<file path="src/rtl/hazard_scoreboard_pkg.sv">
// Shared constants and types for the issue hazard scoreboard.
package hazard_scoreboard_pkg;
   localparam int unsigned REG_W     = 5;
   localparam int unsigned NREG      = 32;
   localparam int unsigned LAT_W_DEF = 3;

   typedef logic [REG_W-1:0]     reg_addr_t;
   typedef logic [LAT_W_DEF-1:0] lat_t;
endpackage

</file>
<file path="src/rtl/hazard_scoreboard_fwd_select.sv">
// Per-operand bypass mux: youngest matching forwarding stage wins, r0 reads as zero.
module fwd_select
   import hazard_scoreboard_pkg::*;
#(
   parameter int unsigned XLEN = 32,
   parameter int unsigned NFWD = 3
) (
   input  logic [REG_W-1:0]      src_addr_i,
   input  logic [XLEN-1:0]       src_rf_i,
   input  logic [NFWD-1:0]       fwd_valid_i,
   input  logic [NFWD*REG_W-1:0] fwd_rd_i,
   input  logic [NFWD*XLEN-1:0]  fwd_val_i,
   output logic [XLEN-1:0]       val_o
);

   logic hit;

   always_comb begin
      hit   = 1'b0;
      val_o = src_rf_i;
      for (int unsigned j = 0; j < NFWD; j++) begin
         // A stage writing r0 can only match src r0, which is overridden below.
         if (!hit && fwd_valid_i[j] && (fwd_rd_i[j*REG_W +: REG_W] == src_addr_i)) begin
            val_o = fwd_val_i[j*XLEN +: XLEN];
            hit   = 1'b1;
         end
      end
      if (src_addr_i == '0) begin
         val_o = '0;
      end
   end

endmodule

</file>
<file path="src/rtl/hazard_scoreboard.sv">
// Issue-stage scoreboard: per-register latency counters, RAW/WAW stall, operand bypass.
module hazard_scoreboard
   import hazard_scoreboard_pkg::*;
#(
   parameter int unsigned XLEN  = 32,
   parameter int unsigned NSRC  = 2,
   parameter int unsigned NFWD  = 3,
   parameter int unsigned LAT_W = LAT_W_DEF
) (
   input  logic                  clk,
   input  logic                  resetn,
   input  logic                  issue_valid,
   input  logic                  issue_we,
   input  logic [REG_W-1:0]      issue_rd,
   input  logic [LAT_W-1:0]      issue_lat,
   input  logic [NSRC-1:0]       src_used,
   input  logic [NSRC*REG_W-1:0] src_addr,
   input  logic [NSRC*XLEN-1:0]  src_rf,
   input  logic [NFWD-1:0]       fwd_valid,
   input  logic [NFWD*REG_W-1:0] fwd_rd,
   input  logic [NFWD*XLEN-1:0]  fwd_val,
   input  logic                  flush,
   output logic                  stall,
   output logic [NSRC*XLEN-1:0]  src_val,
   output logic [NREG-1:0]       busy_map,
   output logic [31:0]           stall_cycles
);

   logic [LAT_W-1:0] cnt_q [NREG];
   logic [LAT_W-1:0] cnt_d [NREG];
   logic [31:0]      stall_cnt_q, stall_cnt_d;
   logic             raw_hazard, waw_hazard, accept_wr;
   logic [NREG-1:0]  busy_raw;

   always_comb begin
      raw_hazard = 1'b0;
      for (int unsigned i = 0; i < NSRC; i++) begin
         if (src_used[i] && (src_addr[i*REG_W +: REG_W] != '0) &&
             (cnt_q[src_addr[i*REG_W +: REG_W]] != '0)) begin
            raw_hazard = 1'b1;
         end
      end
      waw_hazard = issue_valid && issue_we && (issue_rd != '0) && (cnt_q[issue_rd] > issue_lat);
      // Gated by resetn so pre-reset counter contents never reach the pipeline.
      stall      = resetn && !flush && (raw_hazard || waw_hazard);
      accept_wr  = issue_valid && !stall && !flush && issue_we && (issue_rd != '0);
   end

   always_comb begin
      for (int unsigned r = 0; r < NREG; r++) begin
         cnt_d[r] = '0;
         if ((r != 0) && !flush) begin
            if (accept_wr && (issue_rd == reg_addr_t'(r))) begin
               cnt_d[r] = issue_lat;
            end else if (cnt_q[r] != '0) begin
               cnt_d[r] = cnt_q[r] - 1'b1;
            end
         end
      end
      stall_cnt_d = (stall && (stall_cnt_q != '1)) ? stall_cnt_q + 32'd1 : stall_cnt_q;
   end

   always_ff @(posedge clk) begin
      if (!resetn) begin
         for (int unsigned r = 0; r < NREG; r++) begin
            cnt_q[r] <= '0;
         end
         stall_cnt_q <= '0;
      end else begin
         cnt_q       <= cnt_d;
         stall_cnt_q <= stall_cnt_d;
      end
   end

   always_comb begin
      busy_raw = '0;
      for (int unsigned r = 1; r < NREG; r++) begin
         busy_raw[r] = (cnt_q[r] != '0);
      end
      busy_map = resetn ? busy_raw : '0;
   end

   assign stall_cycles = stall_cnt_q;

   for (genvar g = 0; g < NSRC; g++) begin : g_src
      fwd_select #(
         .XLEN (XLEN),
         .NFWD (NFWD)
      ) u_fwd_select (
         .src_addr_i  (src_addr[g*REG_W +: REG_W]),
         .src_rf_i    (src_rf[g*XLEN +: XLEN]),
         .fwd_valid_i (fwd_valid),
         .fwd_rd_i    (fwd_rd),
         .fwd_val_i   (fwd_val),
         .val_o       (src_val[g*XLEN +: XLEN])
      );
   end

endmodule

</file>
<file path="config.mk">
export PLATFORM = sky130hd
export DESIGN_NAME = hazard_scoreboard
export DESIGN_NICKNAME = d
export VERILOG_FILES = /design/src/rtl/hazard_scoreboard_pkg.sv /design/src/rtl/hazard_scoreboard_fwd_select.sv /design/src/rtl/hazard_scoreboard.sv
export SDC_FILE = /design/constraint.sdc
export NUM_CORES = 1
export LEC_CHECK = 0
export CORE_MARGIN = 2
export CORE_UTILIZATION = 25
export CTS_CLUSTER_SIZE = 28
export DETAILED_ROUTE_END_ITERATION = 10
export PLACE_DENSITY = 0.59
export SYNTH_ARGS = -nofsm -noshare
export SYNTH_HDL_FRONTEND = slang
export SYNTH_SLANG_ARGS = --single-unit
</file>
<file path="constraint.sdc">
create_clock -name clk -period 4.4 [get_ports clk]
set_clock_uncertainty 0.2 [all_clocks]
set_input_delay 0.44 -clock clk [delete_from_list [all_inputs] [get_ports clk]]
set_output_delay 0.44 -clock clk [all_outputs]
set_load 0.01 [all_outputs]
</file>
; ---- Word level (Yosys, flattened, before mapping)
; Cells that the tools add are included.
[word_totals]
reg_bits = 128
latch_bits = 0
ram_bits = 0
romBits = 0
in_bits = 203
output_inout_bits = 129
wordCells = 298
memories = 0
[classes]
n_addsub = 32
n_mul = 0
n_div = 0
order_cmp = 4
eq_ne = 38
n_shift = 0
n_mux = 86
bitwise = 4
n_reduce_logical = 101
[ops]
columns = op, count
row1 = $mux 32, 9
row2 = $mux 3, 68
row3 = $reduce_bool 3->1, 33
row4 = $sub 3x1->3 const B, 31
row5 = $eq 5x5->1 const B, 16
row6 = $logic_and 1x1->1, 55
row7 = $bmux 3 s5, 3
row8 = $eq 5x4->1 const B, 8
row9 = $add 32x1->32 const B, 1
row10 = $ne 32x32->1 const B, 1
row11 = $eq 5x5->1, 6
row12 = $eq 5x3->1 const B, 4
row13 = $ge 6x6->1 const B, 3
row14 = $not 5->6, 3
row15 = $reduce_bool 5->1, 3
row16 = $eq 5x2->1 const B, 2
row17 = $logic_not 5->1, 2
row18 = $logic_not 1->1, 6
row19 = $mux 1, 6
row20 = $eq 5x1->1 const B, 1
row21 = $gt 3x3->1, 1
row22 = $reduce_or 2->1, 1
row23 = $logic_or 1x1->1, 1
row24 = $not 1->1, 1

; ---- Longest topological paths before layout
[logic_depth]
depth_word = 17
mapped_depth = 19
depth_no_buf = 14

; ---- By module
; Synthesis repeated with hierarchy kept, for this count alone.
[unflattened]
cells_unflattened = 1432
hier_area_um2 = 11633.7
[by_module_without_submodules]
columns = module, instances, cells_each, area_each_um2, seq_area_each_um2
row1 = hazard_scoreboard, 1, 1078, 8805.9, 2502.4
row2 = fwd_select, 2, 177, 1413.9, 0.0

; ---- Least setup slack after synthesis
; OpenSTA, ideal clock, no wires.
[synth_path]
kind = input -> output
from = in issue_rd[0]
to = out stall
arrival_ns = 4.102
required_time_ns = 3.760
setup_slack_ns = -0.342
path_stages = 14
path_buffers = 5
cell_sequence = buf_1 buf_2 mux4_2 mux4_2 mux2_2 ha_1 nand3_1 o21ai_0 o32ai_1 o22ai_2 o31ai_2 buf_6 buf_8 buf_6
[synth_between]
elab_chain_len = 8
[synth_rtl]
columns = element, line_no
row1 = start: declaration, hazard_scoreboard.sv:14  ; input logic [REG_W-1:0] issue_rd,
row2 = $not 5->6 (not written as such), hazard_scoreboard.sv:43  ; waw_hazard = issue_valid && issue_we && (issue_rd != '0) && (cnt_q[issue_rd] > issue_lat);
row3 = $bmux 3 s5, hazard_scoreboard.sv:43
row4 = $mux 3 (not written as such) (2 in a row), hazard_scoreboard.sv:43
row5 = $gt 3x3->1, hazard_scoreboard.sv:43
row6 = $logic_and 1x1->1 (*), hazard_scoreboard.sv:43
row7 = $logic_or 1x1->1 (*), hazard_scoreboard.sv:45  ; stall = resetn && !flush && (raw_hazard || waw_hazard);
row8 = $logic_and 1x1->1 (*), hazard_scoreboard.sv:45
row9 = end: declaration, hazard_scoreboard.sv:23  ; output logic stall,
; Mark *: on every way between the ends. The rest lies on a longest branch, timed or not. The select of a mux whose other input is x is not followed.

; ---- Worst setup path after layout
[layout_path]
from = in src_addr[3]
to = out src_val[25]
[layout_between]
elab_chain_len = 12
[layout_rtl]
columns = element, line_no
row1 = start: declaration, hazard_scoreboard.sv:17  ; input logic [NSRC*REG_W-1:0] src_addr,
row2 = $eq 5x5->1, hazard_scoreboard_fwd_select.sv:23  ; if (!hit && fwd_valid_i[j] && (fwd_rd_i[j*REG_W +: REG_W] == src_addr_i)) begin
row3 = $logic_and 1x1->1, hazard_scoreboard_fwd_select.sv:23
row4 = $mux 1, hazard_scoreboard_fwd_select.sv:23
row5 = $logic_not 1->1, hazard_scoreboard_fwd_select.sv:23
row6 = $logic_and 1x1->1 (2 in a row), hazard_scoreboard_fwd_select.sv:23
row7 = $mux 1, hazard_scoreboard_fwd_select.sv:23
row8 = $logic_not 1->1, hazard_scoreboard_fwd_select.sv:23
row9 = $logic_and 1x1->1 (2 in a row), hazard_scoreboard_fwd_select.sv:23
row10 = $mux 32, hazard_scoreboard_fwd_select.sv:23
row11 = $mux 32 (*), hazard_scoreboard_fwd_select.sv:28  ; if (src_addr_i == '0) begin
row12 = end: declaration, hazard_scoreboard.sv:24  ; output logic [NSRC*XLEN-1:0] src_val,
; Mark *: on every way between the ends. The rest lies on a longest branch, timed or not.

==> load_flow_metrics.sql <==
INSERT INTO impl_metrics (metric_group, metric, value, unit) VALUES
('final_layout', 'multi_input_comb_area', '8222', 'sq um'),
('critical_path', 'critPathMaxFanout', '20', ''),
('timing', 'worst_slew_margin_rel', '51.79', '%'),
('run_status', 'status', 'completed', ''),
('floorplan', 'die_x', '217.9', 'um'),
('route', 'post_route_ant_nets', '0', ''),
('pwr', 'p_leak', '6.412', 'nW'),
('pwr', 'power', '0.003477', 'W'),
('worst_hold_path', 'holdPathStages', '2', ''),
('timing', 'layout_min_cycle_time', '4.253', 'ns'),
('synthesis', 'synth_edf_count', '0', ''),
('floorplan', 'die_area', '47480', 'sq um'),
('timing', 'drv_slew', '0', ''),
('critical_path', 'rr_worst_depth', '14', ''),
('synthesis', 'netlist_top_cells_area', 'dfxtp_1 (22%), mux2i_1 (15%), nand2_1 (8.7%), ha_1 (7.2%), mux4_2 (5.1%)', ''),
('timing', 'timing.setup.tns', '0', 'ns'),
('critical_path', 'worstPathRequired', '3.76', 'ns'),
('final_layout', 'postLayoutCoreUtil', '36.78', '%'),
('final_layout', 'ff_latch_area', '2502', 'sq um'),
('placed_design', 'dp.cells', '2366', ''),
('final_layout', 'final_net_count', '2055', ''),
('critical_path', 'cp_startpoint_kind', 'primary input', ''),
('global_route', 'first_global_vias', '12047', ''),
('critical_path', 'cp_delay_by_family_top', 'buffers and inverters', ''),
('clock_network', 'clock_latency_late_sink', '0.44', 'ns'),
('route', 'detailedRoute.firstIterationViolations', '1047', ''),
('synthesis', 'synth.avg_cell_area', '7.899', 'sq um'),
('global_route', 'grt_antenna_before_repair', '9', ''),
('floorplan', 'floorplan.initialDensity', '25.26', '%'),
('global_route', 'global_route.overflow_total', '0', ''),
('global_route', 'grt_util_all_layers', '20.61', '%'),
('critical_path', 'timing.critical_path.depth', '10', ''),
('timing', 'worstMarginPinSlew', '0.7212', 'ns'),
('clock_network', 'post-cts-setup-buffer-count', '0', ''),
('timing', 'post-route-period-util', '96.65', '%'),
('route', 'wl', '51140', 'um'),
('synthesis', 'number_of_nets_produced_by_synthesis', '1717', ''),
('global_route', 'grt_start_max_net_pins', '45', ''),
('timing', 'hold_violations', '0', ''),
('timing', 'setup_viol', '0', ''),
('global_route', 'grt_pass1_wl', '74790', 'um'),
('clock_network', 'cts_buffer_depth', '2', ''),
('critical_path', 'worst_ep_arrival_time', '3.61', 'ns'),
('route', 'drtPass1Iterations', '5', ''),
('synthesis', 'syn_inst', '1448', ''),
('synthesis', 'netlist-cell-type-count', '74', ''),
('job', 'cap_viol_max_count', '0', ''),
('critical_path', 'cp_slowest_stage_delay', '0.61', 'ns'),
('placed_design', 'detail_placement_hpwl', '39800', 'um'),
('clock_network', 'cts_tree', 'done', ''),
('synthesis', 'yosys.cell_count.top_type', 'nand2_1', ''),
('clock_network', 'number_of_clock_sinks', '125', ''),
('synthesis', 'ys_top_cells_by_count', 'nand2_1 (266), mux2i_1 (173), dfxtp_1 (125)', ''),
('synthesis', 'synth.cell_area', '11440', 'sq um'),
('clock_network', 'cts_made_buffers', '17', ''),
('floorplan', 'fp-row-count', '78', ''),
('floorplan', 'io_pins', '332', ''),
('final_layout', 'fill_cells', '4617', ''),
('final_layout', 'area.growth.synth_to_final', '45.62', '%'),
('clock_network', 'clk_pin_slew', '0.06', 'ns'),
('critical_path', 'path_class', 'primary input to output pin', ''),
('timing', 'hold-worst-slack', '0.2879', 'ns'),
('critical_path', 'timing.critical_path.slowest_stage_cell', 'clkdlybuf4s50_1', ''),
('timing', 'fmaxAchievable', '235.1', 'MHz'),
('final_layout', 'layout.cells.non_filler', '2405', ''),
('synthesis', 'yosysWarnings', '0', ''),
('pwr', 'vdd_drop_max', '0.2497', 'mV'),
('synthesis', 'postSynth.topFlopCell', 'dfxtp_1', ''),
('clock_network', 'ctsHtreeMaxLevel', '4', ''),
('worst_hold_path', 'min_path_type', 'flop to flop', ''),
('pwr', 'cellPowerDensity', '208.8', 'nW/um^2');
==> cell families (layout without fill, tap and decap cells) <==
| family | Yosys count | count (layout) | share of synthesized area [%] |
|---|---|---|---|
| fa+ha+maj | 66 | 66 | 7.220 |
| flops | 125 | 125 | 21.88 |
| compound gates | 248 | 248 | 14.43 |
| other cells | 1 | 7 | 0.03279 |
| simple gates | 579 | 579 | 25.81 |
| mux | 206 | 206 | 20.95 |
| xor+xnor | 32 | 32 | 2.451 |
| buf+inv | 191 | 542 | 7.231 |
==> stage by stage <==
| stage | setup WS (ns) | area, sq um |
|---|---|---|
| after global routing | 0.01636 | 16640 |
| after CTS | -0.03541 | 16540 |
| after floorplan | 0.04192 | 11450 |
| final | 0.1473 | 16650 |
| after global placement | -0.4339 | 15920 |
| after detailed placement | -0.4546 | 15920 |
==> report_power, final <==
part	total [W]	internal (W)	leakage, nW	switching (W)
combinational	0.000834	0.000429	5.11	0.000405
sequential	0.00114	0.00113	1.01	0.00000240
clock	0.00151	0.000929	0.296	0.000578
total	0.00348	0.00249	6.41	0.000986
==> area by class of cell <==
type | instances | share of cell area (%)
Clock inverter | 11 | 0.9391
Sequential cell | 125 | 15.03
Antenna cell | 6 | 0.09015
Tap cell | 600 | 4.508
Clock buffer | 21 | 2.765
Inverter | 75 | 1.690
Multi-Input combinational cell | 1132 | 49.37
Timing Repair Buffer | 435 | 25.62
==> worst reg2reg max path, stage by stage, from the launching register on <==
cell     delay, ns
dfxtp_1       0.36
mux4_2        0.48
mux4_2        0.49
mux2_2        0.28
ha_1          0.33
nand3_1       0.13
o21ai_2       0.09
o32ai_2       0.27
o22ai_2       0.17
nor4b_4       0.27
buf_4         0.16
nor2_2        0.04
buf_12        0.16
or4_1         0.44
mux2i_1       0.13
==> placed cells by master (no fill, tap or decap), types with 12 or more instances in the layout <==
| master | netlist | final |
|---|---|---|
| o21ai_0 | 41 | 40 |
| inv_1 | 75 | 74 |
| a21oi_1 | 77 | 76 |
| nand2b_1 | 12 | 12 |
| dfxtp_1 | 125 | 125 |
| xor2_1 | 26 | 26 |
| nand4_1 | 16 | 16 |
| nand3_1 | 18 | 18 |
| or4_1 | 12 | 12 |
| clkdlybuf4s50_1 | 0 | 326 |
| clkbuf_16 | 0 | 18 |
| mux2i_1 | 173 | 173 |
| buf_12 | 1 | 13 |
| nand2_1 | 266 | 266 |
| nor4_1 | 26 | 23 |
| nor3_1 | 21 | 21 |
| o211ai_1 | 72 | 72 |
| nor2_1 | 94 | 92 |
| buf_4 | 4 | 91 |
| mux4_2 | 26 | 26 |
| ha_1 | 66 | 66 |
| or3_1 | 46 | 45 |
==> sequential cells by signal, indices dropped and copies added, names as in the netlist <==
name	flops
stall_cycles	32
cnt_q	93
==> per-layer routing <==
metal	track usage, %	vias to the layer above	wire, um
met3	4.686	92	4036
met5	0	-	50
met2	34.96	542	24130
li1	-	5843	-
met4	7.755	6	1811
met1	25.31	5915	21120
==> path summary, 6_finish.rpt <==
kind	start	end	slack, ns
worst max-delay path	src_addr[3]	src_val[25]	0.15
worst min-delay path	stall_cycles[27]	stall_cycles[27]	0.29
worst max register to register	cnt_q[46]	stall_cycles[20]	0.29
worst min register to register	stall_cycles[27]	stall_cycles[27]	0.29
==> repair_timing <==
action / 4_1_cts / 5_1_grt
endpoints found under the setup margin: 5 / 78
resized for setup: 4 / 15
pin swaps: 0 / 2
gates cloned: 0 / 1
No activity file was read; power rests on OpenSTA's default activity.
